==> config.mk <==
export PLATFORM = sky130hd
export DESIGN_NAME = enemy_spawner_flat
export DESIGN_NICKNAME = d
export VERILOG_FILES = /design/src/rtl/enemy_spawner_pkg.sv /design/src/rtl/enemy_spawner_if.sv /design/src/rtl/enemy_spawner_lowest_free_enc.sv /design/src/rtl/enemy_spawner.sv /design/src/flat_wrapper.sv
export SDC_FILE = /design/constraint.sdc
export NUM_CORES = 1
export LEC_CHECK = 0
export CAP_MARGIN = 0
export CORE_AREA = 2 2 88 90
export DETAILED_ROUTE_END_ITERATION = 8
export DIE_AREA = 0 0 90 92
export DONT_BUFFER_PORTS = 1
export PLACE_DENSITY = 0.74
export SLEW_MARGIN = 10
export SYNTH_ARGS = -nofsm -noshare
export SYNTH_HDL_FRONTEND = slang
export SYNTH_HIERARCHICAL = 1
export SYNTH_SLANG_ARGS = --single-unit
==> constraint.sdc <==
create_clock -name clk -period 6.32 [get_ports clk]
set_input_delay 1.896 -clock clk [delete_from_list [all_inputs] [get_ports clk]]
set_output_delay 1.896 -clock clk [all_outputs]
set_load 0.02 [all_outputs]
==> src/rtl/enemy_spawner_pkg.sv <==
// Shared types and screen constants for the enemy spawner and its neighbours.
package enemy_spawner_pkg;

   localparam int SCREEN_W = 640;
   localparam int SCREEN_H = 480;
   localparam int IDX_W    = 3;

   typedef enum logic {IDLE, CAPTURE} spawn_state_t;

   typedef struct packed {
      logic       act;
      logic [9:0] x;
      logic [8:0] y;
   } enemy_t;

endpackage

==> src/rtl/enemy_spawner_if.sv <==
// Bundle between enemy_spawner, enemy_x_gen and the draw/collision logic.
interface enemy_spawner_if
   import enemy_spawner_pkg::*;
#(
   parameter int N_ENEMY = 4
) ();

   // next/spawned pulse high for exactly one cycle per spawn; x_in is sampled on
   // the edge that ends the pulse, the same edge on which enemy_x_gen advances.
   logic                 frame_tick;
   logic                 spawn_en;
   logic [9:0]           x_in;
   logic [N_ENEMY-1:0]   kill;
   logic                 next;
   logic                 spawned;
   logic                 escaped;
   logic [N_ENEMY-1:0]   active;
   logic [9:0]           ex [N_ENEMY];
   logic [8:0]           ey [N_ENEMY];
   spawn_state_t         state;

   modport slave (
      input  frame_tick, spawn_en, x_in, kill,
      output next, spawned, escaped, active, ex, ey, state
   );

   modport master (
      output frame_tick, spawn_en, x_in, kill,
      input  next, spawned, escaped, active, ex, ey, state
   );

endinterface

==> src/rtl/enemy_spawner_lowest_free_enc.sv <==
// Finds the lowest-index free enemy slot; purely combinational.
module lowest_free_enc
   import enemy_spawner_pkg::*;
#(
   parameter int N = 4
) (
   input  logic [N-1:0]     active_i,
   output logic             found_o,
   output logic [IDX_W-1:0] idx_o
);

   // Scan downward so the last hit written is the lowest free index.
   always_comb begin
      found_o = 1'b0;
      idx_o   = '0;
      for (int i = N - 1; i >= 0; i--) begin
         if (!active_i[i]) begin
            found_o = 1'b1;
            idx_o   = IDX_W'(i);
         end
      end
   end

endmodule

==> src/rtl/enemy_spawner.sv <==
// Enemy slot pool: periodic spawning from enemy_x_gen, per-frame descent,
// retirement on kill or on leaving the bottom of the screen.
module enemy_spawner
   import enemy_spawner_pkg::*;
#(
   parameter int N_ENEMY      = 4,
   parameter int SPAWN_PERIOD = 60,
   parameter int SPEED        = 2,
   parameter int Y_MAX        = SCREEN_H
) (
   input  logic            clk,
   input  logic            reset,
   enemy_spawner_if.slave  bus
);

   localparam int CNT_W = (SPAWN_PERIOD > 1) ? $clog2(SPAWN_PERIOD) : 1;
   localparam logic [CNT_W-1:0] CNT_LAST = CNT_W'(SPAWN_PERIOD - 1);

   spawn_state_t      state_q;
   logic [IDX_W-1:0]  sel_q;
   logic [CNT_W-1:0]  cnt_q;
   logic              pending_q;
   logic              next_q;
   logic              escaped_q, escaped_d;
   enemy_t            slot_q [N_ENEMY];
   enemy_t            slot_d [N_ENEMY];
   logic [9:0]        y_step [N_ENEMY];
   logic [N_ENEMY-1:0] act_vec;
   logic              free_found;
   logic [IDX_W-1:0]  free_idx;

   for (genvar g = 0; g < N_ENEMY; g++) begin : g_slot
      assign act_vec[g]    = slot_q[g].act;
      assign y_step[g]     = {1'b0, slot_q[g].y} + 10'(SPEED);
      assign bus.active[g] = slot_q[g].act;
      assign bus.ex[g]     = slot_q[g].x;
      assign bus.ey[g]     = slot_q[g].y;
   end

   assign bus.next    = next_q;
   assign bus.spawned = next_q;
   assign bus.escaped = escaped_q;
   assign bus.state   = state_q;

   lowest_free_enc #(.N(N_ENEMY)) u_enc (
      .active_i (act_vec),
      .found_o  (free_found),
      .idx_o    (free_idx)
   );

   // A new period request is kept even if it lands on the edge ending CAPTURE.
   always_ff @(posedge clk or posedge reset) begin
      if (reset) begin
         state_q   <= IDLE;
         sel_q     <= '0;
         cnt_q     <= '0;
         pending_q <= 1'b0;
         next_q    <= 1'b0;
      end else begin
         next_q <= 1'b0;
         if (bus.spawn_en && bus.frame_tick)
            cnt_q <= (cnt_q == CNT_LAST) ? '0 : cnt_q + CNT_W'(1);
         if (!bus.spawn_en)
            pending_q <= 1'b0;
         else if (bus.frame_tick && cnt_q == CNT_LAST)
            pending_q <= 1'b1;
         else if (state_q == CAPTURE)
            pending_q <= 1'b0;
         case (state_q)
            IDLE: begin
               if (pending_q && free_found) begin
                  sel_q   <= free_idx;
                  state_q <= CAPTURE;
                  next_q  <= 1'b1;
               end
            end
            CAPTURE: state_q <= IDLE;
            default: state_q <= IDLE;
         endcase
      end
   end

   always_comb begin
      slot_d    = slot_q;
      escaped_d = 1'b0;
      for (int i = 0; i < N_ENEMY; i++) begin
         if (state_q == CAPTURE && sel_q == IDX_W'(i)) begin
            slot_d[i].act = 1'b1;
            slot_d[i].x   = bus.x_in;
            slot_d[i].y   = '0;
         end else if (slot_q[i].act) begin
            if (bus.kill[i]) begin
               slot_d[i].act = 1'b0;
            end else if (bus.frame_tick) begin
               if (y_step[i] >= 10'(Y_MAX)) begin
                  slot_d[i].act = 1'b0;
                  escaped_d     = 1'b1;
               end else begin
                  slot_d[i].y = y_step[i][8:0];
               end
            end
         end
      end
   end

   always_ff @(posedge clk or posedge reset) begin
      if (reset) begin
         for (int i = 0; i < N_ENEMY; i++) slot_q[i] <= '0;
         escaped_q <= 1'b0;
      end else begin
         slot_q    <= slot_d;
         escaped_q <= escaped_d;
      end
   end

endmodule
==> src/flat_wrapper.sv <==
// flat-port wrapper written by rule: the top's interface ports become plain ports
module enemy_spawner_flat import enemy_spawner_pkg::*;
#(
   parameter int N_ENEMY      = 4,
   parameter int SPAWN_PERIOD = 60,
   parameter int SPEED        = 2,
   parameter int Y_MAX        = SCREEN_H
)
  (clk, reset, bus_frame_tick, bus_spawn_en, bus_x_in, bus_kill, bus_next, bus_spawned, bus_escaped, bus_active, bus_ex, bus_ey, bus_state);
  enemy_spawner_if #(.N_ENEMY(N_ENEMY)) bus_i ();
  input  logic clk;
  input  logic reset;
  input wire logic [$bits(bus_i.frame_tick)-1:0] bus_frame_tick;
  input wire logic [$bits(bus_i.spawn_en)-1:0] bus_spawn_en;
  input wire logic [$bits(bus_i.x_in)-1:0] bus_x_in;
  input wire logic [$bits(bus_i.kill)-1:0] bus_kill;
  output wire logic [$bits(bus_i.next)-1:0] bus_next;
  output wire logic [$bits(bus_i.spawned)-1:0] bus_spawned;
  output wire logic [$bits(bus_i.escaped)-1:0] bus_escaped;
  output wire logic [$bits(bus_i.active)-1:0] bus_active;
  output wire logic [$bits(bus_i.ex)-1:0] bus_ex;
  output wire logic [$bits(bus_i.ey)-1:0] bus_ey;
  output wire logic [$bits(bus_i.state)-1:0] bus_state;
  assign bus_i.frame_tick = bus_frame_tick;
  assign bus_i.spawn_en = bus_spawn_en;
  assign bus_i.x_in = bus_x_in;
  assign bus_i.kill = bus_kill;
  assign bus_next = bus_i.next;
  assign bus_spawned = bus_i.spawned;
  assign bus_escaped = bus_i.escaped;
  assign bus_active = bus_i.active;
  assign bus_ex = {>>{bus_i.ex}};
  assign bus_ey = {>>{bus_i.ey}};
  assign bus_state = bus_i.state;
  enemy_spawner #(.N_ENEMY(N_ENEMY), .SPAWN_PERIOD(SPAWN_PERIOD), .SPEED(SPEED), .Y_MAX(Y_MAX)) u_core (.clk(clk), .reset(reset), .bus(bus_i));
endmodule
Yosys cells after proc, flatten, opt, wreduce, memory -nomap -nowiden
Index checks and enable logic that the tools add are counted.
{"block": "word_totals", "regBits": 93, "inputBits": 18, "out_inout_bits": 84, "word_cells": 137}
{"block": "op_classes", "addsub": 5, "n_lt_le_gt_ge": 4, "n_eq_ne": 13, "mux": 75, "bitwise_logic": 1, "n_reduce_logical": 21}
{"op": "two-way mux 9 bit", "count": 20}
{"op": "two-way mux 1 bit", "count": 49}
{"op": "adder 9 x 2 -> 10 bit, second input constant", "count": 4}
{"op": ">= comparator 10 x 9 -> 1 bit, second input constant", "count": 4}
{"op": "inequality test 2 x 1 -> 1 bit, second input constant", "count": 8}
{"op": "AND reduction 4 bit", "count": 4}
{"op": "nonzero test 2 bit", "count": 8}
{"op": "two-way mux 3 bit", "count": 3}
{"op": "logical AND 1 bit", "count": 7}
{"op": "adder 6 x 1 -> 6 bit, second input constant", "count": 1}
{"op": "== test 3 x 2 -> 1 bit, second input constant", "count": 2}
{"op": "== test 6 bit, second input constant", "count": 1}
{"op": "two-way mux 6 bit", "count": 1}
{"op": "== test 3 x 1 -> 1 bit, second input constant", "count": 1}
{"op": "zero test 3 bit", "count": 1}
{"op": "inequality test 3 x 1 -> 1 bit, second input constant", "count": 1}
{"op": "two-way mux 2 bit", "count": 1}
{"op": "one-hot mux 1 bit (2 select lines)", "count": 1}
{"op": "AND reduction 2 bit", "count": 1}
{"op": "inverter 1 bit", "count": 1}

Logic depth before layout (Yosys ltp)
{"block": "depth", "word_depth": 22, "mapped_depth": 7, "ltp_nobuf": 6}

By module
Netlist, hierarchy kept.
{"mod": "enemy_spawner", "n_inst": 1, "cells_per_inst": 389, "area_each_um2": 4227.8, "seq_area_each_um2": 2202.1}
{"mod": "lowest_free_enc", "n_inst": 1, "cells_per_inst": 7, "area_each_um2": 40.0, "seq_area_each_um2": 0.0}

Worst setup path before layout
OpenSTA, ideal clock, no wires.
{"block": "synth_timing", "kind": "input to register", "start": "in bus_frame_tick", "end": "reg u_core.slot_q, in the netlist u_core/bus.ey[5]", "setup_ps": 79, "arrival_ps": 3043, "required_time_ps": 6241, "path_slack_ps": 3198, "stages": 6, "path_buffers": 1, "cell_sequence": "buf_4 -> inv_1 -> or2_1 -> a211oi_4 -> nor2b_1 -> mux2i_1"}
{"block": "synth_between", "elab_chain_cells": 2}
{"item": "start, declared", "line_no": "flat_wrapper.sv:13", "rtl": "input wire logic [$bits(bus_i.frame_tick)-1:0] bus_frame_tick;"}
{"item": "nonzero test 2 bit (no line)"}
{"item": "AND reduction 4 bit (no line)"}
{"item": "end signal, assigned", "line_no": "enemy_spawner.sv:111", "rtl": "slot_q <= slot_d;"}
{"item": "end, declared", "line_no": "enemy_spawner.sv:25", "rtl": "enemy_t slot_q [N_ENEMY];"}
No other way between the ends.
A chain may end at the register's enable or synchronous reset.

==> results_dict.tcl <==
set metrics [dict create \
    grt_pass1_wl_mm 14.2 \
    clk_pin_slew_ns 0.09 \
    maxCapViolations 0 \
    nFillCells 635 \
    post-cts-setup-buffers 0 \
    path_class "flip-flop to output pin" \
    detail-route-antenna-nets 0 \
    worstPathArrival_ns 1.11 \
    synth_area_leaders "dfrtp_1 52%, mux2_2 9.0%, nand2_1 5.2%" \
    drt_first_pass_iters 4 \
    yosysTopAreaCellShare_pct 51.6 \
    ioPinCount 102 \
    holdPathStages 1 \
    synth_seq_cells 88 \
    seq_area_frac_synth_pct 51.6 \
    setup.worst_path.end_class "output pin" \
    pwr_density_cell_nw_per_um2 241 \
    hold_start "u_core/cnt_q[4]" \
    gp_congestion 0.822 \
    hp-class "flip-flop to flip-flop" \
    tightest_slew_ns 0.818 \
    grt_max_degree 47 \
    cts_tree "built" \
    core_um2 7450 \
    cts_sinks 88 \
    hold_buffers 0 \
    viasPerCell 5.83 \
    hpwl_mm 5.95 \
    finalSetupViolCount 0 \
    fin_hold_ws_ns 0.526 \
    grt_usage_pct 21.7 \
    initial_core_util_pct 57.3 \
    ys.flop_type "dfrtp_1" \
    r2r_cells 5 \
    synth_edf_count 0 \
    r2r-start "u_core/bus.next" \
    fmax_mhz 332 \
    peakVddDrop_mv 0.132 \
    synth_cell_types 57 \
    wire_per_inst_um 17.3 \
    cp_data_required_time_ns 4.42 \
    vias 2922 \
    critPathLaunch "u_core/bus.next" \
    synth_area_um2 4270 \
    postSynth.asyncResetShare_pct 100 \
    port_buffers 0 \
    fin_nets 417 \
    drc_errors 0 \
    cts_made_buffers 9 \
    antennaDiodeCount 0 \
    start_kind "flip-flop" \
    hold_viol 0 \
    fin_crit_ns 3.01 \
    yosys_warnings 6 \
    cts_max_level 3 \
    maxSlewViolCount 0 \
    slew_headroom_pct 45.2 \
    cp.depth 0 \
    clockRootBuffer "clkbuf_8" \
    area_growth_pct 6.77 \
    overflow 0 \
    synth_cells 396 \
    postPlaceCellArea_um2 4330 \
    dieArea_um2 8280 \
    finalCritPeriodShare_pct 47.6 \
    rsz0062_at_grt "no" \
    die_h_um 92 \
    critical_path.max_fanout 6 \
    rows 32 \
    leakage_uw 0.00207 \
    fin_setup_tns_ns 0 \
    die_width_um 90 \
    postLayoutCellArea_um2 4560 \
    grt_pass1_vias 2903 \
    drt_iter0_drc 119 \
    fin_skew_ns 0.00918 \
    layout-drive-gt1-share_pct 18.5 \
    status "finished, final reports clean" \
    post-synth-top-area-cell "dfrtp_1" \
    power.total_uw 1100 \
    antenna_found_initial 0 \
    syn_area_per_cell_um2 10.8 \
    drt_wl_total_mm 8.66 \
    clk_path_buf_depth 2 \
    cts_resized 0 \
    insertion_delay_ns 0.35 \
]
==> worst register-to-register path, cell delays in order, from the launching register on <==
cell	delay, ns
dfrtp_1	0.76
nand4b_1	0.71
buf_4	0.45
nand2b_1	0.10
o32a_1	0.17
o311ai_0	0.13
==> cells in the final DEF (no fill, tap or decap), types with 2 or more instances in the layout <==
master      Yosys  layout
mux2i_1         5       5
a31o_2          3       3
nor2_1         26      26
and3_1          5       5
nor2b_1         3       3
or3_1           2       2
nand2_1        59      59
a21o_1          5       5
o32ai_4         2       2
or2_2           2       2
and2_1          4       4
o31ai_1         2       2
nand2b_1        9       9
nand4_1        11      11
clkinvlp_4      0       2
inv_6           0       3
xor2_1          6       6
bufinv_16       0       2
mux2_2         34      34
nor3_2          2       3
or4_1           3       3
nor3_1          6       5
nand4b_1        3       3
ha_1            5       5
clkbuf_8        0       9
buf_4           8       4
dfrtp_1        88      88
nor4_1          5       5
a21oi_1         9       9
o21ai_0        11      11
inv_1          10       9
conb_1          2       5
and4_1          2       2
nand3_1        19      19
xnor2_1        10      10
==> logic make-up after synthesis <==
logic type	share of synthesized area [%]
muxes	10.1
DFF	51.6
and+or+nand+nor	21.3
xor gates and xnor gates	3.28
adders and majority gates	1.47
buffers and inverters	3.61
AOI/OAI and AO/OA	8.44
other	0.176
==> power by group <==
part | internal [uW] | switching, uW
Combinational | 21.7 | 28.7
Sequential | 584 | 25.1
Clock | 227 | 212
==> state kept, by name, indices dropped and copies added, names as in the netlist <==
| name | count |
|---|---|
| u_core/bus.active | 4 |
| u_core/bus.escaped | 1 |
| u_core/bus.ex | 40 |
| u_core/bus.ey | 32 |
| u_core/bus.next | 1 |
| u_core/cnt_q | 6 |
| u_core/pending_q | 1 |
| u_core/sel_q | 3 |
==> final cells by class <==
type | count | area (um^2) | share of cell area, %
inverter | 10 | 38.8 | 0.851
clock inverter | 7 | 101 | 2.22
clock buffer | 9 | 124 | 2.72
multi-input combinational | 281 | 1930 | 42.4
timing repair buffer | 4 | 30.0 | 0.659
tap | 102 | 128 | 2.80
sequential | 88 | 2200 | 48.3
==> layer usage <==
metal	wire, um	track usage [%]	up-vias	part of all wire [%]
li1	-	-	1375	-
met1	3580	28.0	1450	41
met2	4280	34.4	88	49
met3	687	7.15	9	7.9
met4	112	7.95	0	1.3
met5	0	0	-	0
==> stage by stage <==
step                      setup slack (ns)  std cells  util, %
after floorplan                       2.15        399        -
after global placement                3.17        485     58.2
after detailed placement              3.12        485     58.2
after CTS                             3.29        501     61.2
after global routing                  3.26        501     61.2
final                                 3.31        501     61.2
==> path summary, 6_finish.rpt <==
kind	slack (ns)	end
min	0.53	u_core/cnt_q[4]
max	3.31	bus_state
min reg2reg	0.53	u_core/cnt_q[4]
min in group asynchronous	1.53	u_core/bus.ex[24]
max reg2reg	3.85	u_core/bus.escaped
max in group asynchronous	3.75	u_core/bus.ey[19]
==> cells in the mapped netlist (all sizes together), types with 4 or more instances <==
cell type,instances
a21o,5
a21oi,9
and2,4
and3,5
buf,12
clkbuf,8
dfrtp,88
ha,5
inv,10
mux2,34
mux2i,5
nand2,59
nand2b,9
nand3,19
nand4,12
nor2,26
nor3,8
nor4,5
o21ai,11
xnor2,10
xor2,6
(Power assumes the default switching activity.)
